===== src/rtl/calc_seq_alu.sv =====
// -----------------------------------------------------------------------------
// calc_seq_alu -- multi-cycle calculator ALU with a start/done handshake.
//
// Two WIDTH-bit unsigned operands and a 3-bit opcode are captured when start
// is seen in IDLE. Logic/arithmetic ops finish in one cycle; MUL (shift-add)
// and DIV (restoring) iterate one bit per cycle for WIDTH cycles. Results and
// flags are registered and hold until the next operation completes.
//
// Optional feature macro: CALC_DIV_EN
//   defined   : restoring divider built, opcode 110 computes quotient/remainder
//   undefined : no divider logic; opcode 110 completes in one cycle with
//               lo=0, hi=0, err=1, zero=1
//
// Ports:
//   clk, rst_n          clock (rising edge) / async active-low reset
//   start, op, a, b     request, opcode and operands (sampled only in IDLE)
//   busy                high while the state is not IDLE
//   done                one-cycle pulse when results/flags update
//   result_lo/hi        result words (hi: MUL upper half, DIV remainder)
//   carry, ovf          ADD carry / SUB borrow, signed overflow (ADD/SUB)
//   zero, err           {hi,lo}==0, divide-by-zero or disabled opcode
// -----------------------------------------------------------------------------
module calc_seq_alu #(
    parameter int WIDTH = 8
) (
    input  logic             clk,
    input  logic             rst_n,
    input  logic             start,
    input  logic [2:0]       op,
    input  logic [WIDTH-1:0] a,
    input  logic [WIDTH-1:0] b,
    output logic             busy,
    output logic             done,
    output logic [WIDTH-1:0] result_lo,
    output logic [WIDTH-1:0] result_hi,
    output logic             carry,
    output logic             ovf,
    output logic             zero,
    output logic             err
);

    localparam int CW = $clog2(WIDTH + 1);

    typedef enum logic [1:0] {
        S_IDLE,
        S_RUN,
        S_DONE
    } state_e;

    typedef enum logic [2:0] {
        OP_ADD = 3'b000,
        OP_SUB = 3'b001,
        OP_AND = 3'b010,
        OP_OR  = 3'b011,
        OP_XOR = 3'b100,
        OP_MUL = 3'b101,
        OP_DIV = 3'b110,
        OP_CMP = 3'b111
    } op_e;

    state_e           state_q, state_d;
    op_e              op_q, op_d;
    logic [WIDTH-1:0] b_q, b_d;
    // p_hi/p_lo: MUL partial product {hi,lo} with multiplier in lo;
    // DIV partial remainder in hi, dividend shifting out / quotient in of lo.
    logic [WIDTH-1:0] p_hi_q, p_hi_d;
    logic [WIDTH-1:0] p_lo_q, p_lo_d;
    logic [CW-1:0]    cnt_q, cnt_d;

    logic [WIDTH-1:0] res_lo_q, res_lo_d;
    logic [WIDTH-1:0] res_hi_q, res_hi_d;
    logic             carry_q, carry_d;
    logic             ovf_q, ovf_d;
    logic             zero_q, zero_d;
    logic             err_q, err_d;

    // -------------------------------------------------------------------------
    // Single-cycle result path, computed straight from the ports so the result
    // is ready on the same edge that accepts start.
    // -------------------------------------------------------------------------
    logic [WIDTH:0]   add_w, sub_w;
    logic [WIDTH-1:0] imm_lo, imm_hi;
    logic             imm_carry, imm_ovf, imm_err, imm_zero;
    logic             needs_run;

    assign add_w = {1'b0, a} + {1'b0, b};
    assign sub_w = {1'b0, a} - {1'b0, b};

`ifdef CALC_DIV_EN
    assign needs_run = ((op_e'(op) == OP_MUL) || (op_e'(op) == OP_DIV)) && (b != '0);
`else
    assign needs_run = (op_e'(op) == OP_MUL) && (b != '0);
`endif

    // NOTE: every output of a combinational block gets a default first, so no
    // path through the case can leave it unassigned and infer a latch.
    always_comb begin
        imm_lo    = '0;
        imm_hi    = '0;
        imm_carry = 1'b0;
        imm_ovf   = 1'b0;
        imm_err   = 1'b0;
        case (op_e'(op))
            OP_ADD: begin
                imm_lo    = add_w[WIDTH-1:0];
                imm_carry = add_w[WIDTH];
                // Same-sign operands producing an opposite-sign sum.
                imm_ovf   = (a[WIDTH-1] == b[WIDTH-1]) && (add_w[WIDTH-1] != a[WIDTH-1]);
            end
            OP_SUB: begin
                imm_lo    = sub_w[WIDTH-1:0];
                imm_carry = sub_w[WIDTH];   // borrow == (a < b)
                imm_ovf   = (a[WIDTH-1] != b[WIDTH-1]) && (sub_w[WIDTH-1] != a[WIDTH-1]);
            end
            OP_AND: imm_lo = a & b;
            OP_OR:  imm_lo = a | b;
            OP_XOR: imm_lo = a ^ b;
            OP_MUL: imm_lo = '0;            // only reached with b == 0
`ifdef CALC_DIV_EN
            OP_DIV: begin                   // only reached with b == 0
                imm_lo  = '1;
                imm_hi  = a;
                imm_err = 1'b1;
            end
`else
            OP_DIV: imm_err = 1'b1;
`endif
            OP_CMP: imm_lo = {{(WIDTH-3){1'b0}}, (a > b), (a == b), (a < b)};
        endcase
    end

    assign imm_zero = ((imm_hi | imm_lo) == '0);

    // -------------------------------------------------------------------------
    // One iteration of the multi-cycle datapath.
    // -------------------------------------------------------------------------
    logic [WIDTH:0]   mul_sum;
    logic [WIDTH-1:0] mul_hi, mul_lo;
    logic [WIDTH-1:0] step_hi, step_lo;

    // Shift-add: add b into the upper half when the multiplier LSB is set, then
    // shift the whole {carry, hi, lo} right by one.
    assign mul_sum = {1'b0, p_hi_q} + (p_lo_q[0] ? {1'b0, b_q} : '0);
    assign mul_hi  = mul_sum[WIDTH:1];
    assign mul_lo  = {mul_sum[0], p_lo_q[WIDTH-1:1]};

`ifdef CALC_DIV_EN
    logic [WIDTH:0]   div_shift, div_diff;
    logic             div_ge;
    logic [WIDTH-1:0] div_hi, div_lo;

    // Restoring step: bring the next dividend bit into the remainder; keep the
    // difference only if it did not go negative.
    assign div_shift = {p_hi_q, p_lo_q[WIDTH-1]};
    assign div_diff  = div_shift - {1'b0, b_q};
    assign div_ge    = (div_shift >= {1'b0, b_q});
    assign div_hi    = div_ge ? div_diff[WIDTH-1:0] : div_shift[WIDTH-1:0];
    assign div_lo    = {p_lo_q[WIDTH-2:0], div_ge};
`endif

    always_comb begin
        step_hi = mul_hi;
        step_lo = mul_lo;
        case (op_q)
`ifdef CALC_DIV_EN
            OP_DIV: begin
                step_hi = div_hi;
                step_lo = div_lo;
            end
`endif
            default: begin
                step_hi = mul_hi;
                step_lo = mul_lo;
            end
        endcase
    end

    // -------------------------------------------------------------------------
    // Next-state / next-register logic.
    // -------------------------------------------------------------------------
    always_comb begin
        state_d  = state_q;
        op_d     = op_q;
        b_d      = b_q;
        p_hi_d   = p_hi_q;
        p_lo_d   = p_lo_q;
        cnt_d    = cnt_q;
        res_lo_d = res_lo_q;
        res_hi_d = res_hi_q;
        carry_d  = carry_q;
        ovf_d    = ovf_q;
        zero_d   = zero_q;
        err_d    = err_q;

        case (state_q)
            S_IDLE: begin
                if (start) begin
                    op_d   = op_e'(op);
                    b_d    = b;
                    p_hi_d = '0;
                    p_lo_d = a;
                    if (needs_run) begin
                        state_d = S_RUN;
                        cnt_d   = CW'(WIDTH);
                    end else begin
                        state_d  = S_DONE;
                        res_lo_d = imm_lo;
                        res_hi_d = imm_hi;
                        carry_d  = imm_carry;
                        ovf_d    = imm_ovf;
                        zero_d   = imm_zero;
                        err_d    = imm_err;
                    end
                end
            end
            S_RUN: begin
                p_hi_d = step_hi;
                p_lo_d = step_lo;
                cnt_d  = cnt_q - CW'(1);
                if (cnt_q == CW'(1)) begin
                    state_d  = S_DONE;
                    res_lo_d = step_lo;
                    res_hi_d = step_hi;
                    carry_d  = 1'b0;
                    ovf_d    = 1'b0;
                    zero_d   = ((step_hi | step_lo) == '0);
                    err_d    = 1'b0;
                end
            end
            S_DONE:  state_d = S_IDLE;
            default: state_d = S_IDLE;
        endcase
    end

    // NOTE: every register, including the operand/iteration datapath, is reset
    // so an aborted operation leaves no stale state behind.
    // NOTE: sequential state uses non-blocking assignments so all flops sample
    // their _d values from the same edge.
    always_ff @(posedge clk or negedge rst_n) begin
        if (!rst_n) begin
            state_q  <= S_IDLE;
            op_q     <= OP_ADD;
            b_q      <= '0;
            p_hi_q   <= '0;
            p_lo_q   <= '0;
            cnt_q    <= '0;
            res_lo_q <= '0;
            res_hi_q <= '0;
            carry_q  <= 1'b0;
            ovf_q    <= 1'b0;
            zero_q   <= 1'b0;
            err_q    <= 1'b0;
        end else begin
            state_q  <= state_d;
            op_q     <= op_d;
            b_q      <= b_d;
            p_hi_q   <= p_hi_d;
            p_lo_q   <= p_lo_d;
            cnt_q    <= cnt_d;
            res_lo_q <= res_lo_d;
            res_hi_q <= res_hi_d;
            carry_q  <= carry_d;
            ovf_q    <= ovf_d;
            zero_q   <= zero_d;
            err_q    <= err_d;
        end
    end

    assign busy      = (state_q != S_IDLE);
    assign done      = (state_q == S_DONE);
    assign result_lo = res_lo_q;
    assign result_hi = res_hi_q;
    assign carry     = carry_q;
    assign ovf       = ovf_q;
    assign zero      = zero_q;
    assign err       = err_q;

endmodule


===== config.mk =====
export PLATFORM = sky130hd
export DESIGN_NAME = calc_seq_alu
export DESIGN_NICKNAME = d
export VERILOG_FILES = /design/src/rtl/calc_seq_alu.sv
export SDC_FILE = /design/constraint.sdc
export NUM_CORES = 1
export LEC_CHECK = 0
export ABC_CLOCK_PERIOD_IN_PS = 5500
export CAP_MARGIN = 10
export CELL_PAD_IN_SITES_DETAIL_PLACEMENT = 1
export CELL_PAD_IN_SITES_GLOBAL_PLACEMENT = 2
export CORE_ASPECT_RATIO = 1.4
export CORE_MARGIN = 10
export CORE_UTILIZATION = 39
export CTS_BUF_LIST = sky130_fd_sc_hd__clkbuf_2
export DETAILED_ROUTE_END_ITERATION = 10
export MAX_ROUTING_LAYER = met4
export PLACE_DENSITY = 0.94
export SYNTH_ARGS = -nofsm -noshare
export SYNTH_HDL_FRONTEND = slang
export SYNTH_SLANG_ARGS = --single-unit

===== constraint.sdc =====
create_clock -name clk -period 5.5 [get_ports clk]
set_input_delay 1.1 -clock clk [delete_from_list [all_inputs] [get_ports clk]]
set_output_delay 1.1 -clock clk [all_outputs]
set_load 0.1 [all_outputs]

==> results.txt <==
- In the synthesized netlist the async set-or-reset flop fraction comes to 100%.
- Counting tap cells, the placed design contains a total of 614 instances.
- Counting along the longest clock path gives a buffer depth of 2.
- Number of nets in the layout: 546
- In the finished design, the share of the clock period the worst path needs comes to 69.1%.
- In this run, synthesis produced a sequential element count of 50.
- I/O pin count: 44
- Clock period minus worst slack: 3800 ps
- The finished cells cover 4520 um2.
- Fin. Hold Viols: 0
* Port-buffer cells: 43
- Overall power consumption after layout is estimated at 1.86 mW.
- In this design, the stage delay of the slowest critical-path cell is 1020 ps.
- Number of enable flip-flop cells after synthesis: 0
* Number of buffer and inverter instances along the worst setup path: 3
- Global routing consumed, over all layers together, 16.9% of the routing resources.
- In this run, distinct cell masters in the synthesized netlist total 65.
- Site Rows: 43
- The detail route stage leaves a number of antenna-violating nets equal to 0.
* Skew-Pair Late Insertion Delay: 460 ps
* Register clock-pin slew on the reported worst setup and hold paths: 250 ps
- Hold-fix buffer count after cts: 0
- Worst ir drop on vdd: 0.123 mV
- Setup violations remaining at the end of the flow were counted as 0.
- Worst rel slew slack: 19.0%
- Per-instance average area after synthesis: 8.64 um2
- Final-layout setup total negative slack: 0 ps
- CP max-delay cell: a2111oi_0
- Worst-margin pin slew: 1180 ps
* DR WL/cell: 19.2 um
- In this run the register-to-register setup slack is 2600 ps.
* Setup repair after global routing missed its margin: false
* Critical path class: in -> reg
* Worst r2r dst: zero
* Worst hold endpoint: result_hi[3]
* Placement Cell Area: 4440 um2
- Number of gates given a new drive strength after cts: 0
- Syn_nets: 509
- Register cell area after layout: 1250 um2
* Die width: 104 um
* Placed wire-length estimate after detailed placement: 9.73 mm
- Reg2reg start: p_lo_q[0]
* Number of cells produced by synthesis: 450
* Count of warnings emitted by yosys: 0
- In this run, CTS created clock tree buffers numbering 5.
- From bottom edge to top edge, the die measures 138 um.
- Tracing the worst setup path back leads to its startpoint at op[0].
- Max-cap violations in this run came to 0.
* Kind of cell adding the most delay to the critical path: compound AO/OA/AOI/OAI gates
- CTS root buffer: clkbuf_2
- Area of combinational cells with multiple inputs: 2430 um2
- The first global-routing pass estimated 19.6 mm of wire.
- Entering global routing, the biggest net connects 51 pins.
- Synthesized cell area: 3890 um2
- Worst-path cell chain: clkdlybuf4s50_1 > buf_4 > nand2_1 > a2111oi_0 > or3_1 > buf_4 > nor4_1 > nand2b_1 > o31a_1 > o31ai_2
- Type of element capturing the critical path: register
* Number of stages on the worst hold path: 2
* Sequential share of the synthesized area: 32.2%
- CTS tree: done
- Peak Freq: 263 MHz
* Maximum fanout along the worst path: 25
* Worst min-delay path class: reg -> reg
- In this run the most critical hold path is launched from result_hi[3].
* Worst Clk Skew: 13.0 ps
- Result of the run: finished clean
* Pre-antenna DRT Iters: 4
- CTS HTree Levels: 2
- The number of pins exceeding their max-slew limit in the final report was 0.
* Drt drc: 0
- Starting Density: 39.5%
- From synthesis to final layout, the design area changed by 16.1%.
- Dividing total power by cell area gives a power density of 412 nW/um2.
* Count of buffers added by post-CTS timing repair for setup: 0
* First DRT Iteration DRCs: 156
- In the final layout, the share of cells above drive strength 1 is 8.20%.
- The total overflow left after global routing is 0.
- Final wirelength: 12.0 mm
* DIE AREA: 14400 um2
- Dominant register cell in the synthesized netlist: dfrtp_1
- The layout has 1191 filler cells.
- Arr. time, crit path: 4170 ps
* R2r worst-path depth: 10
- The via count of the first global-routing pass came to 3807.
- Detailed routing inserted a total of 3544 vias.
- Antenna violations before repair: 1
- Using the TritonRoute via totals, the vias-per-cell ratio works out to 5.68.
* Final Instance Count excl. Fillers: 624
- Core outline area: 9850 um2
- Summed over all cells, the static leakage comes to 2.03 nW.
- Clock tree synthesis found a total of 50 sinks.
* Crit start category: input pin
* Most numerous cell on the critical path: buf_4
* Data required time of the critical path: 5870 ps
- Routability-driven placement finished with a final weighted congestion of 0.891.
## placed cells by master, fill, tap and decap left out, types with 11 or more instances in the layout
cell	count
and2_1	12
nor2_1	21
xnor2_1	12
clkdlybuf4s50_1	42
inv_1	29
nand2_1	60
o21ai_0	29
ha_1	34
dfrtp_1	50
nor3_1	16
a21oi_1	22
nand2b_1	11
## layer usage
layer	wire (um)	GRT usage (%)	part of all wire (%)
met1	4690	17.7	39
met2	6420	30.2	54
met3	379	2.19	3.2
met4	508	8.82	4.2
met5	0	-	0
## where the power goes
part,switching [mW],internal [mW]
Sequential,0.120,0.491
Clock,0.122,0.0807
Combinational,0.707,0.341
Total,0.948,0.913
## cells by family after synthesis
| group | synth area share, % |
|---|---|
| buf+inv | 5.44 |
| simple gates | 20.7 |
| flops | 32.2 |
| mux | 3.96 |
| fa+ha+maj | 12.5 |
| xor+xnor | 3.15 |
| compound gates | 22.1 |
## tightest hold or removal path: stages, from the launching register on
cell	delay, ps
dfrtp_1	400
nand2_1	40
o21ai_0	60
## synthesized netlist by cell type, types with 5 or more instances
library cell	number	area share, %
nand2_1	60	5.8
dfrtp_1	50	32
ha_1	34	11
inv_1	29	2.8
o21ai_0	29	3.7
a21oi_1	22	2.8
nor2_1	21	2.0
nor3_1	16	2.1
and2_1	12	1.9
xnor2_1	12	2.7
clkbuf_1	11	1.1
nand2b_1	11	1.8
mux2_2	10	2.9
nor4_1	10	1.6
a211oi_1	9	1.7
nand3_1	9	1.2
a21o_1	7	1.4
buf_2	7	0.90
a22oi_1	6	1.2
nor2b_1	5	0.80
## stage by stage
step | worst slack, ps | hold WS (ps) | utilization, %
finish | 1700 | 512 | 45.9
floorplan | 2480 | 452 | -
detailed placement | 1270 | 469 | 45.1
global route | 1440 | 546 | 45.9
CTS | 1670 | 517 | 45.8
global placement | 1260 | 459 | 45.1
## worst max path at each step
| stage | depth (start not counted) | endpoint |
|---|---|---|
| finish | 10 | zero |
| global route | 10 | zero |
| CTS | 10 | zero |
| detailed placement | 10 | zero |
| global placement | 10 | zero |
| floorplan | 10 | zero |
## state kept, by name, summed over array words and instances, names as in the netlist
name and cells:
err 1, ovf 1, zero 1, result_hi 8, b_q 8, p_hi_q 8
state_q 2, cnt_q 4, p_lo_q 8, carry 1, result_lo 8
## area by class of cell
cell class	count	share of cell area, %
inverters	30	2.49
flip-flops and latches	50	27.7
clock buffers	7	0.775
clock inverters	1	0.665
multi-input cells	349	53.8
well taps	135	3.74
repair buffers	51	10.7
diodes	1	0.0554
(Power assumes the default switching activity.)
